## src/rtl/dcache_req_arbiter_pkg.sv

```systemverilog
// Shared types for the data-cache request arbiter: payload struct, access-size
// enums and the arbiter FSM state encoding.
package dcache_req_arbiter_pkg;

  localparam int DATA_SIZE     = 32;
  // Widest address the payload struct can carry; narrower buses use the low bits.
  localparam int MAX_ADDR_SIZE = 64;

  typedef enum logic [1:0] {
    SOP_B = 2'd0,
    SOP_H = 2'd1,
    SOP_W = 2'd2
  } t_sop;

  typedef enum logic [2:0] {
    LDOP_B  = 3'd0,
    LDOP_H  = 3'd1,
    LDOP_W  = 3'd2,
    LDOP_BU = 3'd3,
    LDOP_HU = 3'd4
  } t_ldop;

  typedef struct packed {
    logic                     write;
    logic [MAX_ADDR_SIZE-1:0] addr;
    logic [DATA_SIZE-1:0]     store_data;
    t_sop                     sop;
    t_ldop                    ldop;
  } t_dcache_req;

  typedef enum logic [1:0] {
    IDLE  = 2'd0,
    ISSUE = 2'd1,
    WAIT  = 2'd2
  } t_dcarb_state;

endpackage

```

## src/rtl/dcache_req_arbiter_if.sv

```systemverilog
// Requester-side and cache-side signals of the arbiter; slave is the arbiter's
// view, master is the surrounding requesters plus cache.
interface dcache_req_arbiter_if
  import dcache_req_arbiter_pkg::*;
#(
  parameter int NUM_REQ   = 2,
  parameter int ADDR_SIZE = 32
);

  logic [NUM_REQ-1:0]                 i_req;
  logic [NUM_REQ-1:0]                 i_req_write;
  logic [NUM_REQ-1:0][ADDR_SIZE-1:0]  i_addr;
  logic [NUM_REQ-1:0][DATA_SIZE-1:0]  i_store_data;
  t_sop  [NUM_REQ-1:0]                i_sop;
  t_ldop [NUM_REQ-1:0]                i_ldop;
  logic [NUM_REQ-1:0]                 i_lock;
  logic [NUM_REQ-1:0]                 o_req_ready;
  logic [NUM_REQ-1:0]                 o_data_valid;
  logic [DATA_SIZE-1:0]               o_data;

  logic                               o_cache_req;
  logic                               o_cache_req_write;
  logic [ADDR_SIZE-1:0]               o_cache_addr;
  logic [DATA_SIZE-1:0]               o_cache_store_data;
  t_sop                               o_cache_sop;
  t_ldop                              o_cache_ldop;
  logic                               i_cache_req_ready;
  logic                               i_cache_data_valid;
  logic [DATA_SIZE-1:0]               i_cache_data;

  modport slave (
    input  i_req, i_req_write, i_addr, i_store_data, i_sop, i_ldop, i_lock,
    output o_req_ready, o_data_valid, o_data,
    output o_cache_req, o_cache_req_write, o_cache_addr, o_cache_store_data,
    output o_cache_sop, o_cache_ldop,
    input  i_cache_req_ready, i_cache_data_valid, i_cache_data
  );

  modport master (
    output i_req, i_req_write, i_addr, i_store_data, i_sop, i_ldop, i_lock,
    input  o_req_ready, o_data_valid, o_data,
    input  o_cache_req, o_cache_req_write, o_cache_addr, o_cache_store_data,
    input  o_cache_sop, o_cache_ldop,
    output i_cache_req_ready, i_cache_data_valid, i_cache_data
  );

endinterface

```

## src/rtl/dcache_req_arbiter_rr_arbiter.sv

```systemverilog
// Combinational round-robin picker: first asserted req at or above ptr, with
// wrap-around; returns a one-hot grant and the winner's index.
module rr_arbiter #(
  parameter  int N     = 2,
  localparam int IDX_W = $clog2(N)
) (
  input  logic [N-1:0]     req,
  input  logic [IDX_W-1:0] ptr,
  output logic [N-1:0]     grant,
  output logic [IDX_W-1:0] idx
);

  logic [N-1:0]     rot_req;
  logic [IDX_W-1:0] pos [N];
  logic [IDX_W-1:0] off_sel;
  logic             found;

  genvar gi;
  generate
    for (gi = 0; gi < N; gi++) begin : g_rot
      logic [IDX_W:0] sum;
      assign sum     = {1'b0, ptr} + (IDX_W+1)'(gi);
      assign pos[gi] = (sum >= (IDX_W+1)'(N)) ? IDX_W'(sum - (IDX_W+1)'(N)) : IDX_W'(sum);
      assign rot_req[gi] = req[pos[gi]];
    end
  endgenerate

  // Lowest rotated offset wins, i.e. the requester closest above ptr.
  always_comb begin
    off_sel = '0;
    found   = 1'b0;
    for (int i = 0; i < N; i++) begin
      if (!found && rot_req[i]) begin
        found   = 1'b1;
        off_sel = IDX_W'(i);
      end
    end
  end

  assign idx = pos[off_sel];

  generate
    for (gi = 0; gi < N; gi++) begin : g_grant
      assign grant[gi] = found && (idx == IDX_W'(gi));
    end
  endgenerate

endmodule

```

## src/rtl/dcache_req_arbiter.sv

```systemverilog
// Round-robin sharing of one data-cache port among NUM_REQ requesters.
// Optional owner lock across consecutive requests: define DCACHE_ARB_LOCK_EN.
module dcache_req_arbiter
  import dcache_req_arbiter_pkg::*;
#(
  parameter int NUM_REQ   = 2,
  parameter int ADDR_SIZE = 32
) (
  input  logic                  i_aclk,
  input  logic                  i_areset_n,
  dcache_req_arbiter_if.slave   bus
);

  localparam int IDX_W = $clog2(NUM_REQ);

  t_dcarb_state       state_reg, state_next;
  logic [IDX_W-1:0]   rr_ptr_reg, rr_ptr_next;
  logic [IDX_W-1:0]   owner_reg, owner_next;
  t_dcache_req        payload_reg, payload_next;
  logic [NUM_REQ-1:0] elig_req;
  logic [NUM_REQ-1:0] grant;
  logic [IDX_W-1:0]   grant_idx;
  logic               complete;
  logic [IDX_W-1:0]   owner_plus1;
  logic               unused_addr_hi;

  assign owner_plus1    = (owner_reg == IDX_W'(NUM_REQ-1)) ? '0 : owner_reg + IDX_W'(1);
  assign unused_addr_hi = ^payload_reg.addr;

`ifdef DCACHE_ARB_LOCK_EN
  logic lock_valid_reg, lock_valid_next;

  // A held lock narrows eligibility to the owner, even while it is not requesting.
  assign elig_req = lock_valid_reg ? (bus.i_req & (NUM_REQ'(1) << owner_reg)) : bus.i_req;

  always_ff @(posedge i_aclk or negedge i_areset_n) begin
    if (!i_areset_n) lock_valid_reg <= 1'b0;
    else             lock_valid_reg <= lock_valid_next;
  end
`else
  logic unused_lock;
  assign unused_lock = ^bus.i_lock;
  assign elig_req    = bus.i_req;
`endif

  rr_arbiter #(.N(NUM_REQ)) u_rr (
    .req   (elig_req),
    .ptr   (rr_ptr_reg),
    .grant (grant),
    .idx   (grant_idx)
  );

  always_comb begin
    state_next       = state_reg;
    rr_ptr_next      = rr_ptr_reg;
    owner_next       = owner_reg;
    payload_next     = payload_reg;
    complete         = 1'b0;
    bus.o_req_ready  = '0;
    bus.o_data_valid = '0;
    bus.o_data       = '0;
    bus.o_cache_req  = 1'b0;
`ifdef DCACHE_ARB_LOCK_EN
    lock_valid_next  = lock_valid_reg;
`endif

    case (state_reg)
      IDLE: begin
        // Gate the combinational grant so nothing is accepted while reset is held.
        if (i_areset_n && (|grant)) begin
          bus.o_req_ready               = grant;
          owner_next                    = grant_idx;
          payload_next.write            = bus.i_req_write[grant_idx];
          payload_next.addr             = '0;
          payload_next.addr[ADDR_SIZE-1:0] = bus.i_addr[grant_idx];
          payload_next.store_data       = bus.i_store_data[grant_idx];
          payload_next.sop              = bus.i_sop[grant_idx];
          payload_next.ldop             = bus.i_ldop[grant_idx];
          state_next                    = ISSUE;
        end
      end
      ISSUE: begin
        bus.o_cache_req = 1'b1;
        if (bus.i_cache_req_ready) begin
          state_next = WAIT;
          complete   = bus.i_cache_data_valid;
        end
      end
      WAIT: begin
        complete = bus.i_cache_data_valid;
      end
      default: state_next = IDLE;
    endcase

    if (complete) begin
      bus.o_data_valid[owner_reg] = 1'b1;
      bus.o_data                  = bus.i_cache_data;
      state_next                  = IDLE;
`ifdef DCACHE_ARB_LOCK_EN
      if (bus.i_lock[owner_reg]) begin
        lock_valid_next = 1'b1;
      end else begin
        lock_valid_next = 1'b0;
        rr_ptr_next     = owner_plus1;
      end
`else
      rr_ptr_next = owner_plus1;
`endif
    end
  end

  always_ff @(posedge i_aclk or negedge i_areset_n) begin
    if (!i_areset_n) begin
      state_reg   <= IDLE;
      rr_ptr_reg  <= '0;
      owner_reg   <= '0;
      payload_reg <= '0;
    end else begin
      state_reg   <= state_next;
      rr_ptr_reg  <= rr_ptr_next;
      owner_reg   <= owner_next;
      payload_reg <= payload_next;
    end
  end

  assign bus.o_cache_req_write  = payload_reg.write;
  assign bus.o_cache_addr       = payload_reg.addr[ADDR_SIZE-1:0];
  assign bus.o_cache_store_data = payload_reg.store_data;
  assign bus.o_cache_sop        = payload_reg.sop;
  assign bus.o_cache_ldop       = payload_reg.ldop;

`ifndef SYNTHESIS
  // A completion with no transaction in flight is dropped; flag it in simulation.
  a_stray_completion: assert property (@(posedge i_aclk) disable iff (!i_areset_n)
    bus.i_cache_data_valid |-> (state_reg != IDLE));
`endif

endmodule

```

## src/flat_wrapper.sv

```systemverilog
// flat-port wrapper written by rule: the top's interface ports become plain ports
module dcache_req_arbiter_flat import dcache_req_arbiter_pkg::*;
#(
  parameter int NUM_REQ   = 2,
  parameter int ADDR_SIZE = 32
)
  (i_aclk, i_areset_n, bus_i_req, bus_i_req_write, bus_i_addr, bus_i_store_data, bus_i_sop, bus_i_ldop, bus_i_lock, bus_o_req_ready, bus_o_data_valid, bus_o_data, bus_o_cache_req, bus_o_cache_req_write, bus_o_cache_addr, bus_o_cache_store_data, bus_o_cache_sop, bus_o_cache_ldop, bus_i_cache_req_ready, bus_i_cache_data_valid, bus_i_cache_data);
  dcache_req_arbiter_if #(.NUM_REQ(NUM_REQ), .ADDR_SIZE(ADDR_SIZE)) bus_i ();
  input  logic i_aclk;
  input  logic i_areset_n;
  input wire logic [$bits(bus_i.i_req)-1:0] bus_i_req;
  input wire logic [$bits(bus_i.i_req_write)-1:0] bus_i_req_write;
  input wire logic [$bits(bus_i.i_addr)-1:0] bus_i_addr;
  input wire logic [$bits(bus_i.i_store_data)-1:0] bus_i_store_data;
  input wire logic [$bits(bus_i.i_sop)-1:0] bus_i_sop;
  input wire logic [$bits(bus_i.i_ldop)-1:0] bus_i_ldop;
  input wire logic [$bits(bus_i.i_lock)-1:0] bus_i_lock;
  output wire logic [$bits(bus_i.o_req_ready)-1:0] bus_o_req_ready;
  output wire logic [$bits(bus_i.o_data_valid)-1:0] bus_o_data_valid;
  output wire logic [$bits(bus_i.o_data)-1:0] bus_o_data;
  output wire logic [$bits(bus_i.o_cache_req)-1:0] bus_o_cache_req;
  output wire logic [$bits(bus_i.o_cache_req_write)-1:0] bus_o_cache_req_write;
  output wire logic [$bits(bus_i.o_cache_addr)-1:0] bus_o_cache_addr;
  output wire logic [$bits(bus_i.o_cache_store_data)-1:0] bus_o_cache_store_data;
  output wire logic [$bits(bus_i.o_cache_sop)-1:0] bus_o_cache_sop;
  output wire logic [$bits(bus_i.o_cache_ldop)-1:0] bus_o_cache_ldop;
  input wire logic [$bits(bus_i.i_cache_req_ready)-1:0] bus_i_cache_req_ready;
  input wire logic [$bits(bus_i.i_cache_data_valid)-1:0] bus_i_cache_data_valid;
  input wire logic [$bits(bus_i.i_cache_data)-1:0] bus_i_cache_data;
  assign bus_i.i_req = bus_i_req;
  assign bus_i.i_req_write = bus_i_req_write;
  assign bus_i.i_addr = bus_i_addr;
  assign bus_i.i_store_data = bus_i_store_data;
  assign bus_i.i_sop = bus_i_sop;
  assign bus_i.i_ldop = bus_i_ldop;
  assign bus_i.i_lock = bus_i_lock;
  assign bus_o_req_ready = bus_i.o_req_ready;
  assign bus_o_data_valid = bus_i.o_data_valid;
  assign bus_o_data = bus_i.o_data;
  assign bus_o_cache_req = bus_i.o_cache_req;
  assign bus_o_cache_req_write = bus_i.o_cache_req_write;
  assign bus_o_cache_addr = bus_i.o_cache_addr;
  assign bus_o_cache_store_data = bus_i.o_cache_store_data;
  assign bus_o_cache_sop = bus_i.o_cache_sop;
  assign bus_o_cache_ldop = bus_i.o_cache_ldop;
  assign bus_i.i_cache_req_ready = bus_i_cache_req_ready;
  assign bus_i.i_cache_data_valid = bus_i_cache_data_valid;
  assign bus_i.i_cache_data = bus_i_cache_data;
  dcache_req_arbiter #(.NUM_REQ(NUM_REQ), .ADDR_SIZE(ADDR_SIZE)) u_core (.i_aclk(i_aclk), .i_areset_n(i_areset_n), .bus(bus_i));
endmodule
```

## config.mk

```make
export PLATFORM = sky130hd
export DESIGN_NAME = dcache_req_arbiter_flat
export DESIGN_NICKNAME = d
export VERILOG_FILES = /design/src/rtl/dcache_req_arbiter_pkg.sv /design/src/rtl/dcache_req_arbiter_if.sv /design/src/rtl/dcache_req_arbiter_rr_arbiter.sv /design/src/rtl/dcache_req_arbiter.sv /design/src/flat_wrapper.sv
export SDC_FILE = /design/constraint.sdc
export NUM_CORES = 1
export LEC_CHECK = 0
export CAP_MARGIN = 0
export CORE_ASPECT_RATIO = 0.6
export CORE_MARGIN = 2
export CORE_UTILIZATION = 25
export CTS_BUF_LIST = sky130_fd_sc_hd__clkbuf_4 sky130_fd_sc_hd__clkbuf_8 sky130_fd_sc_hd__clkbuf_16
export DETAILED_ROUTE_END_ITERATION = 7
export SYNTH_ARGS = -nofsm -noshare
export SYNTH_HDL_FRONTEND = slang
export SYNTH_SLANG_ARGS = --single-unit
```

## constraint.sdc

```tcl
create_clock -name i_aclk -period 3.8 [get_ports i_aclk]
set_input_delay 1.14 -clock i_aclk [delete_from_list [all_inputs] [get_ports i_aclk]]
set_output_delay 1.14 -clock i_aclk [all_outputs]
set_load 0.1 [all_outputs]
```

# Yosys cells after proc, flatten, opt, wreduce, memory -nomap -nowiden
# Index checks and enable logic that the tools add are counted.
# W data, S select, Z words.
# totals
output_inout_bits	107
elab_cells	73
input_bits	180
reg_bits	74
# classes
magnitude_cmp	8
addsub	4
eq_ne	5
bitwise_logic	2
reduce_logical	10
muxes	36
# ops
operator	count
$mux W32	5
$mux W1	18
$mux W2	8
$lt A1 B2 Y1 const B	4
$mux W3	2
$pmux W2 S3	1
$logic_and A1 B1 Y1	5
$ge A2 B2 Y1 const B	2
$ne A3 B1 Y1 const B	1
$ne A3 B2 Y1 const B	1
$reduce_and A3 Y1	1
$add A1 B1 Y2 const B	1
$eq A2 B1 Y1 const B	1
$eq A2 B2 Y1 const B	1
$ge A1 B2 Y1 const B	1
$logic_not A2 Y1	1
$ne A2 B1 Y1 const B	1
$not A1 Y2	1
$pmux W1 S2	1
$reduce_and A2 Y1	1
$reduce_or A2 Y1	1
$sub A1 B1 Y1 const B	2
$add A1 B1 Y1 const B	1
$demux W1 S1	1
other kinds (3)	3

# Logic depth before layout (Yosys ltp)
# logic_depth
depth_word	19
depth_mapped	6
ltp_nobuf	5

# Hierarchy
# A second synthesis with hierarchy kept.
# unflattened
hier_cells	375
area_unflattened_um2	3724.8
# by_module_without_submodules
module	cells_per_inst	n_inst	area_each_um2	seq_area_each_um2
dcache_req_arbiter	370	1	3694.8	1851.8
rr_arbiter	5	1	30.0	0.0

# Worst setup path after synthesis
# OpenSTA, ideal clock, no wires.
# synth_path
path_type	register to output
startpoint	register u_core.state_reg[1]
endpoint	output port bus_o_data_valid[0]
arrival_ps	3120
path_slack_ps	-460
path_stages_with_launch	6
path_cell_list	dfrtp_1 inv_1 ha_1 a21oi_1 or2_2 nor2_1
# synth_between
elab_chain_cells	3
word_cells_on_any_way	4
classes_between	eq/ne (2); mux (2)
# synth_lines
item	line_no	text
start: declaration	dcache_req_arbiter.sv:16	t_dcarb_state state_reg, state_next;
start signal: assignment	dcache_req_arbiter.sv:119	state_reg <= state_next;
$eq A2 B2 Y1 or $eq A2 B1 Y1 (tied branches)	dcache_req_arbiter.sv:67	case (state_reg)
$pmux W1 S2 *	dcache_req_arbiter.sv:67	
$mux W2 *	dcache_req_arbiter.sv:95	if (complete) begin
end: declaration	flat_wrapper.sv:19	output wire logic [$bits(bus_i.o_data_valid)-1:0] bus_o_data_valid;
# Every way passes the cells marked *; elsewhere a longest branch is shown, timed or not.

# Worst setup path in the final report
# layout_path
startpoint	input port bus_i_cache_req_ready
endpoint	output port bus_o_data_valid[1]
# layout_between
elab_chain_cells	3
# layout_lines
item	line_no	text
start: declaration	flat_wrapper.sv:27	input wire logic [$bits(bus_i.i_cache_req_ready)-1:0] bus_i_cache_req_ready;
$mux W1	dcache_req_arbiter.sv:84	if (bus.i_cache_req_ready) begin
$pmux W1 S2	dcache_req_arbiter.sv:67	
$mux W2	dcache_req_arbiter.sv:95	
# Every way passes these cells.

==> reports/metrics.csv <==
stage,metric,value,unit
route,drt-wirelength-per-cell,18.1,um
sta,layout_min_cycle_time,3.67,ns
floorplanning,initial_core_util,25.8,%
placed_design,dpl-instance-area,6760,um^2
logic_synthesis,synth_top_family_by_area,compound AO/OA/AOI/OAI gates,
logic_synthesis,synth.ff_latch_count,74,
clocking,cts_tree,yes,
critical_path,crit_required,2.66,ns
status,status,"finished, final reports clean",
logic_synthesis,synth_top_area_share,52.0,%
logic_synthesis,async_flop_share,100,%
final_layout,fin_nets,761,
clocking,ctsHoldBuffers,0,
sta,hold_slack,0.497,ns
min_path,min_to,u_core.rr_ptr_reg$_DFFE_PN0P_,
global_route,grt_antenna_before_repair,0,
logic_synthesis,muxShareOfSynthArea,0,%
sta,max_freq,0.272,GHz
pwr,seqPwrFrac,18.4,%
logic_synthesis,synth_top_area_cell,dfrtp_1,
route,ant_nets,0,
logic_synthesis,ys_seq_area_share,52.0,%
route,drt-pass1-iter-count,4,
logic_synthesis,ys.warnings.count,0,
floorplanning,io_pins,287,
logic_synthesis,syn-num-nets,484,
global_route,grt_pass1_wl,20500,um
global_route,grtUsageMet2,28.8,%
pwr,p_leak,3.05,nW
logic_synthesis,synth_area_leaders,"dfrtp_1 52%, a221o_1 20%, and2_0 9.1%",
min_path,min-delay-start,u_core.owner_reg$_DFFE_PN0P_,
clocking,cts_resized,0,
sta,hold_viol_final,0,
placed_design,gp_congestion,0.760,
pwr,internal_power,3.14,mW
critical_path,reg2reg_depth,6,
sta,min_period_over_period,96.7,%
pwr,power.density,1030,nW/um^2
route,drt_wl_total,14000,um
floorplanning,core,13800,um^2
global_route,use_met1,22.3,%
placed_design,portBuffers,284,
pwr,ir_drop,0.581,mV
sta,setup_viol,0,
floorplanning,die_y,96.5,um
sta,slew_viol_final,0,
min_path,hold_class,flop to flop,
final_layout,instances_no_fill,775,
logic_synthesis,synth-adder-area-share,1.05,%
route,vias,3563,
placed_design,hpwlAfterDp,10300,um
logic_synthesis,synthXorXnorAreaFrac,0,%
global_route,overflow,0,
final_layout,area_delta_synth_final,99.7,%
logic_synthesis,synth_compound_area_share,22.8,%
clocking,cts_buffers,9,
job,cap_violations,0,
final_layout,fin_area,7120,um^2
final_layout,drive_gt1_share,23.3,%
clocking,cts_sinks,74,
logic_synthesis,synth_cell_types,26,
final_layout,antennaDiodeCount,0,
critical_path,reg2reg_from,u_core.state_reg[0]$_DFFE_PN0P_,
logic_synthesis,ys.flop_type,dfrtp_1,
global_route,grt_max_degree,73,
placed_design,dp.cells,759,
global_route,groute.usage.overall,17.7,%
route,drtIter0Drc,161,
global_route,grt_pass1_vias,3712,
logic_synthesis,synth-edff-count,0,
clocking,cts_setup_buffers,0,
clocking,ctsHtreeMaxLevel,3,
pwr,switching_power,4.21,mW
floorplanning,dieArea,15300,um^2
critical_path,crit_path_end_kind,output pin,
clocking,path_clk_slew,0.06,ns
min_path,hold_path_depth,1,
floorplanning,die-width,158,um
route,viasPerCell,4.60,
sta,rsz0062_at_grt,no,
critical_path,arrival,2.53,ns
logic_synthesis,netlist_instances,301,
critical_path,reg2reg_to,u_core.bus.o_cache_addr[10]$_DFFE_PN0P_,
global_route,grt_busiest_layer,met2,
clocking,ctsLongestPathBuffers,2,
pwr,combPwrFrac,67.8,%
critical_path,worstSetupPathType,input port to output pin,
pwr,clockPowerShare,13.7,%
clocking,root_buffer,clkbuf_16,
route,drc,0,
logic_synthesis,ys_top_cells_by_count,"74 x dfrtp_1, 70 x a221o_1, 52 x and2_0, 50 x and2_1",
logic_synthesis,synth_area,3560,um^2
floorplanning,rows,33,
global_route,gr-usage-met3,6.91,%
clocking,clock_latency,0.33,ns
sta,worst_pin_slew,0.829,ns
critical_path,cp-start-kind,input port,
pwr,power_switching_share,57.3,%
logic_synthesis,yosysMostFrequentCell,dfrtp_1,
sta,skew,0.00482,ns
critical_path,worst-path-max-fanout,5,
critical_path,reg2reg_slack,1.51,ns
sta,slew_headroom,44.7,%
logic_synthesis,synth.avg_cell_area,11.8,um^2
logic_synthesis,synthSimpleGateAreaFrac,19.1,%
pwr,p_total,7.35,mW
-- through the flow --
stage	setup TNS (ns)	worst slack, ns	util (%)
2_1_floorplan	-0.309	-0.154	-
3_3_place_gp	0	0.111	49.0
3_5_place_dp	0	0.100	49.0
4_1_cts	0	0.0941	51.6
5_1_grt	0	0.0496	51.6
6_report	0	0.127	51.6
-- worst max-delay path: stages --
cell and delay (ns):
clkdlybuf4s50_1 0.50, a21oi_1 0.13, or2_2 0.34, nor2_1 0.21
buf_12 0.21
-- power by group through the flow --
stage,logic (mW),registers [mW],clock network (mW)
finish,4.99,1.36,1.01
global route,5.16,1.40,1.08
CTS,5.01,1.36,1.04
detailed placement,5.01,1.36,0
global placement,4.98,1.35,0
floorplan,1.22,3.84,0
-- layout by cell type, fill, tap and decap left out, drive strengths merged, types with 2 or more instances in the layout --
cell | synthesis | layout
a21oi | 5 | 5
a221o | 70 | 70
and2 | 102 | 102
buf | 14 | 114
bufinv | 0 | 3
clkbuf | 10 | 12
clkdlybuf4s50 | 0 | 176
dfrtp | 74 | 74
ha | 3 | 3
inv | 5 | 5
nand3 | 2 | 2
nor2 | 3 | 3
o211ai | 2 | 2
o21ai | 3 | 3
-- worst max path at each step --
stage	startpoint	endpoint	slack [ns]	cells after the start
after global placement	bus_i_cache_req_ready	bus_o_data[0]	0.11	6
after floorplan	bus_i_cache_req_ready	bus_o_data_valid[0]	-0.15	3
final	bus_i_cache_req_ready	bus_o_data_valid[1]	0.13	5
after detailed placement	bus_i_cache_req_ready	bus_o_data[29]	0.1	6
after CTS	bus_i_cache_req_ready	bus_o_data[29]	0.09	6
after global routing	bus_i_cache_req_ready	bus_o_data[29]	0.05	6
-- layout make-up --
class	instances	area (um^2)
fillers	1234	6680
repair buffers	290	3090
flip-flops and latches	74	1850
multi-input cells	198	1550
clock buffers	12	260
well taps	192	240
clock inverters	4	97.6
inverters	5	18.8
-- cell families after synthesis --
kind of cell / Yosys count
AO/OA/AOI/OAI: 84
buffers and inverters: 29
AND/OR/NAND/NOR: 111
flip-flops: 74
adder cells (fa/ha/maj): 3
-- per-layer routing --
metal | vias up | share of wire, %
met5 | - | 0
met4 | 0 | 0.92
met3 | 12 | 9.3
met2 | 155 | 46
met1 | 1717 | 44
li1 | 1679 | -
Power figures use the tool's default switching activity.
